**src/rtl/bram_arb_pkg.sv**
```systemverilog
// bram_arb_pkg: shared types, sizing helper and round-robin search for bram_arbiter.
package bram_arb_pkg;
   typedef enum logic [1:0] {IDLE, GRANT, DRAIN} arb_state_e;
   localparam int MAX_PORTS = 8;
   typedef struct packed {
      logic       valid;
      logic [2:0] idx;
   } pick_t;
   function automatic int sel_w(input int n);
      return n > 1 ? $clog2(n) : 1;
   endfunction
   // Walk downward so the last hit is the nearest set bit above last_owner.
   function automatic pick_t rr_pick(input logic [MAX_PORTS-1:0] req, input logic [2:0] last_owner, input int n);
      pick_t p;
      p = '0;
      for (int i = n; i >= 1; i--)
         if (req[(int'(last_owner) + i) % n]) begin
            p.valid = 1'b1;
            p.idx   = 3'((int'(last_owner) + i) % n);
         end
      return p;
   endfunction
endpackage

```
**src/rtl/bram_rr_picker.sv**
```systemverilog
// bram_rr_picker: combinational round-robin winner search starting after last_owner.
module bram_rr_picker
   import bram_arb_pkg::*;
#(
   parameter  int NUM_PORTS = 2,
   localparam int SW        = sel_w(NUM_PORTS)
) (
   input  logic [NUM_PORTS-1:0] req,
   input  logic [SW-1:0]        last_owner,
   output logic [SW-1:0]        win,
   output logic                 valid
);
   pick_t p;
   always_comb begin
      p     = rr_pick(MAX_PORTS'(req), 3'(last_owner), NUM_PORTS);
      win   = SW'(p.idx);
      valid = p.valid;
   end
endmodule

```
**src/rtl/bram_arbiter.sv**
```systemverilog
// bram_arbiter: round-robin owner of one shared BRAM port with read-latency drain.
// Optional hold watchdog enabled by BRAM_ARB_WATCHDOG_EN.
module bram_arbiter
   import bram_arb_pkg::*;
#(
   parameter  int NUM_PORTS = 2,
   parameter  int RD_LAT    = 1,
   parameter  int MAX_HOLD  = 1024,
   localparam int SW        = sel_w(NUM_PORTS)
) (
   input  logic                 clk,
   input  logic                 rst,
   input  logic [NUM_PORTS-1:0] req,
   input  logic [NUM_PORTS-1:0] rel,
   output logic [NUM_PORTS-1:0] gnt,
   output logic [SW-1:0]        sel,
   output logic                 access_en,
   output logic                 busy,
   output logic                 timeout
);
   localparam int CW = $clog2(RD_LAT + 1);
   arb_state_e           state, state_n;
   logic [NUM_PORTS-1:0] gnt_n;
   logic [SW-1:0]        sel_n, last_owner, last_n, win;
   logic [CW-1:0]        cnt, cnt_n;
   logic                 acc_n, valid, wd;

   bram_rr_picker #(.NUM_PORTS(NUM_PORTS)) u_pick (
      .req       (req),
      .last_owner(last_owner),
      .win       (win),
      .valid     (valid)
   );

`ifdef BRAM_ARB_WATCHDOG_EN
   localparam int HW = $clog2(MAX_HOLD + 1);
   logic [HW-1:0] hold;
   assign wd = state == GRANT && hold == HW'(MAX_HOLD - 1);
   always_ff @(posedge clk or posedge rst)
      if (rst) begin
         hold    <= '0;
         timeout <= 1'b0;
      end else begin
         hold    <= state == GRANT ? hold + HW'(1) : '0;
         timeout <= timeout | (wd & ~rel[sel]);
      end
`else
   assign wd      = 1'b0;
   assign timeout = MAX_HOLD < 0;
`endif

   always_comb begin
      state_n = state;
      gnt_n   = gnt;
      sel_n   = sel;
      acc_n   = access_en;
      last_n  = last_owner;
      cnt_n   = cnt;
      case (state)
         IDLE:
            if (valid) begin
               state_n = GRANT;
               gnt_n   = NUM_PORTS'(1) << win;
               sel_n   = win;
               acc_n   = 1'b1;
               last_n  = win;
            end
         GRANT:
            if (rel[sel] || wd) begin
               state_n = DRAIN;
               gnt_n   = '0;
               acc_n   = 1'b0;
               cnt_n   = CW'(RD_LAT - 1);
            end
         DRAIN:
            if (cnt == '0) state_n = IDLE;
            else cnt_n = cnt - CW'(1);
         default: state_n = IDLE;
      endcase
   end

   always_ff @(posedge clk or posedge rst)
      if (rst) begin
         state      <= IDLE;
         gnt        <= '0;
         sel        <= '0;
         access_en  <= 1'b0;
         last_owner <= SW'(NUM_PORTS - 1);
         cnt        <= '0;
      end else begin
         state      <= state_n;
         gnt        <= gnt_n;
         sel        <= sel_n;
         access_en  <= acc_n;
         last_owner <= last_n;
         cnt        <= cnt_n;
      end

   assign busy = state != IDLE;
endmodule

```
**config.mk**
```make
export PLATFORM = sky130hd
export DESIGN_NAME = bram_arbiter
export DESIGN_NICKNAME = d
export VERILOG_FILES = /design/src/rtl/bram_arb_pkg.sv /design/src/rtl/bram_rr_picker.sv /design/src/rtl/bram_arbiter.sv
export SDC_FILE = /design/constraint.sdc
export NUM_CORES = 1
export LEC_CHECK = 0
export ABC_AREA = 1
export CORE_AREA = 2 2 39 41
export DETAILED_ROUTE_END_ITERATION = 8
export DIE_AREA = 0 0 41 43
export GPL_TIMING_DRIVEN = 0
export PLACE_DENSITY_LB_ADDON = 0.08
export SLEW_MARGIN = 20
export SYNTH_ARGS = -nofsm -noshare
export SYNTH_HDL_FRONTEND = slang
export SYNTH_SLANG_ARGS = --single-unit
```
**constraint.sdc**
```tcl
create_clock -name clk -period 0.95 [get_ports clk]
set_input_delay 0.2375 -clock clk [delete_from_list [all_inputs] [get_ports clk]]
set_output_delay 0.2375 -clock clk [all_outputs]
set_load 0.005 [all_outputs]
```
==> metrics.txt <==
status complete, but fails checks; violated checks negative setup slack; Finished Cell Area 516.7 sq um; Net Count, Synth 45; IO buf count 10; routability congestion estimate 0.6311; vias in the first global route 259; TritonCTS clock tree built; post-place setup slack -379.5 ps; residual antenna-violating net count after detailed routing 0; class of the tightest hold or removal check input port to async pin; startpoint of the worst-slack reg-to-reg timing path state[0]; final cycle utilization of the critical path 1.235; first-pass GRT wire length approximately 1.1 mm; Sink Count 7; yosys synthesis warning count 0; number of fill cells 153; total placed instance area roughly 450 sq um; die span in x 41 um; setup clock skew after layout about 2.4 ps; final setup violation count 11; Synth top area share 0.4563; post-CTS clock slew at the launch and capture registers of the worst setup and hold paths 50 ps; CP max-delay cell sky130_fd_sc_hd__dfrtp_1; antenna violations before repair 0; kind of cell adding the most delay to the critical path flip-flops; diodes inserted 0; area of the core 1384 sq um; DRT iter0 DRCs 1; launch point of the worst path state[0]; dominant cell type by area after synthesis sky130_fd_sc_hd__dfrtp_1; die footprint 1763 sq um; post-detail-place hpwl 572 um; sequential-to-total area share from yosys stat 0.5361; maximum vdd ir drop 1.250 mV; worst r2r dst gnt[0]; Unique masters post-synth 12; r2r setup slk -200 ps; Setup TNS -1266 ps; startpoint types register; io pins 12; kind of end point of the critical path output port; Via density between 4 and 5; placement row count 14; Crit path required time around 710 ps; length of the first detailed-routing pass in iterations 4; residual overflow from global routing 0; gr usage total 0.1032; vias 307; routed len/inst 10.03 um; depth of the CTS H-tree 1; CP bufs+invs 2; net total in the final layout 65; die span in y 43 um; Register-to-Register Path Depth 8; final count of pins violating max slew 0; cell types occupying the most area after synthesis sky130_fd_sc_hd__dfrtp_1, sky130_fd_sc_hd__nand2_1, sky130_fd_sc_hd__inv_1; leakage power figure 0.0002848 uW; DRC viols 0; effective utilization at floorplan 0.2378; highest achievable clock rate ~850 MHz; cell at the root of the clock tree sky130_fd_sc_hd__clkbuf_4; pin count of the biggest net entering global routing 8; slack of the critical path -223.1 ps; register bit total from synthesis 7; post-synthesis instance area 329.1 sq um; layout overhead on the synthesized area 57.03%; Mean Syn Cell Area 8.438 sq um; CP max FO 2; Detailed Route WL 742 um; clock latency of the later-clocked register in the worst-skew pair about 250 ps; Hold Fails Final Rpt 0; arrival time of the worst setup path ~940 ps; final-layout worst hold slack 219.2 ps; shortest clock period the worst path allows after layout 1173 ps; Pwr Density around 3300 nW/um^2; number of instances in the synthesized netlist 39; critical setup path kind register to output port; cells along the critical path nor2_4, inv_1, buf_2; RSZ-0062 raised after global routing true; max-cap check violation count 0; stage delay of the slowest cell on the critical path approximately 400 ps; layout cells sized above 1 0.3793; final total power 1693 uW; number of buffers between clock root and the deepest sink 2; Inserted Clock Buffers 3
## worst max path at each step
stage | endpoint | slack [ps] | depth (start not counted)
after floorplan | sel | 0.8 | 3
after global placement | busy | -350 | 3
after detailed placement | busy | -380 | 3
after CTS | busy | -230 | 3
after global routing | gnt[0] | -280 | 8
final | busy | -220 | 3
## cell families (layout without fill, tap and decap cells)
group,after synthesis,count (layout),synth area share
flip-flops,7,7,0.5361
other,1,1,0.01140
AND/OR/NAND/NOR,17,17,0.2510
AO/OA/AOI/OAI,4,4,0.07603
buffers and inverters,10,29,0.1255
## metal layers
metal  up-vias  track usage  share of wire
li1        151            -              -
met1       141       0.1155           0.38
met2        11       0.1438           0.52
met3         4      0.04712          0.074
met4         0      0.08000          0.031
met5         -            0              0
## cell usage after synthesis
| master | number |
|---|---|
| sky130_fd_sc_hd__nand2_1 | 10 |
| sky130_fd_sc_hd__inv_1 | 9 |
| sky130_fd_sc_hd__dfrtp_1 | 6 |
| sky130_fd_sc_hd__nand2_2 | 3 |
| sky130_fd_sc_hd__nor2_2 | 2 |
| sky130_fd_sc_hd__o211ai_1 | 2 |
| sky130_fd_sc_hd__o21ai_0 | 2 |
| sky130_fd_sc_hd__buf_4 | 1 |
| sky130_fd_sc_hd__conb_1 | 1 |
| sky130_fd_sc_hd__dfstp_2 | 1 |
| sky130_fd_sc_hd__nand3_2 | 1 |
| sky130_fd_sc_hd__nor2_1 | 1 |
## report_power, final
| group | switching, uW | leakage (uW) | internal (uW) |
|---|---|---|---|
| registers | 86.1 | 0.0000845 | 457 |
| logic | 451 | 0.000185 | 430 |
| clock network | 109 | 0.0000150 | 160 |
## registers in the layout, summed over array words and instances, names as in the netlist
| signal | count |
|---|---|
| access_en | 1 |
| last_owner | 1 |
| gnt | 2 |
| state | 2 |
| sel | 1 |
## placed cells by master, fill, tap and decap left out
cell type	Yosys	routed
sky130_fd_sc_hd__o21ai_1	0	2
sky130_fd_sc_hd__clkdlybuf4s50_1	0	5
sky130_fd_sc_hd__buf_2	0	5
sky130_fd_sc_hd__inv_1	9	8
sky130_fd_sc_hd__o211ai_1	2	2
sky130_fd_sc_hd__nand2_1	10	10
sky130_fd_sc_hd__dfstp_2	1	1
sky130_fd_sc_hd__nor2_4	0	2
sky130_fd_sc_hd__clkbuf_4	0	3
sky130_fd_sc_hd__dfrtp_1	6	6
sky130_fd_sc_hd__clkbuf_1	0	1
sky130_fd_sc_hd__buf_4	1	5
sky130_fd_sc_hd__conb_1	1	1
sky130_fd_sc_hd__nor2_1	1	1
sky130_fd_sc_hd__inv_2	0	1
sky130_fd_sc_hd__buf_6	0	1
sky130_fd_sc_hd__nand3_2	1	1
sky130_fd_sc_hd__nand2_4	0	3
## area by class of cell
cell class,instances,area (sq um),area share
timing repair buffer,15,116.4,0.2252
inverter,9,33.78,0.06538
tap,16,20.02,0.03874
sequential,7,176.4,0.3414
buffer,1,7.507,0.01453
clock buffer,4,26.28,0.05085
multi-input combinational,22,136.4,0.2639
## metrics by stage
stage / util / cells
2_1_floorplan: - / 39
5_1_grt: 0.3734 / 74
3_3_place_gp: 0.3246 / 65
3_5_place_dp: 0.3246 / 65
4_1_cts: 0.3662 / 74
6_report: 0.3734 / 74
## what timing repair did
item	in CTS	in global routing
endpoints found under the setup margin	11	12
setup buffers	5	0
pin swaps	1	3
hold buffers	0	0
resized for setup	25	2
No activity file was read; power rests on OpenSTA's default activity.
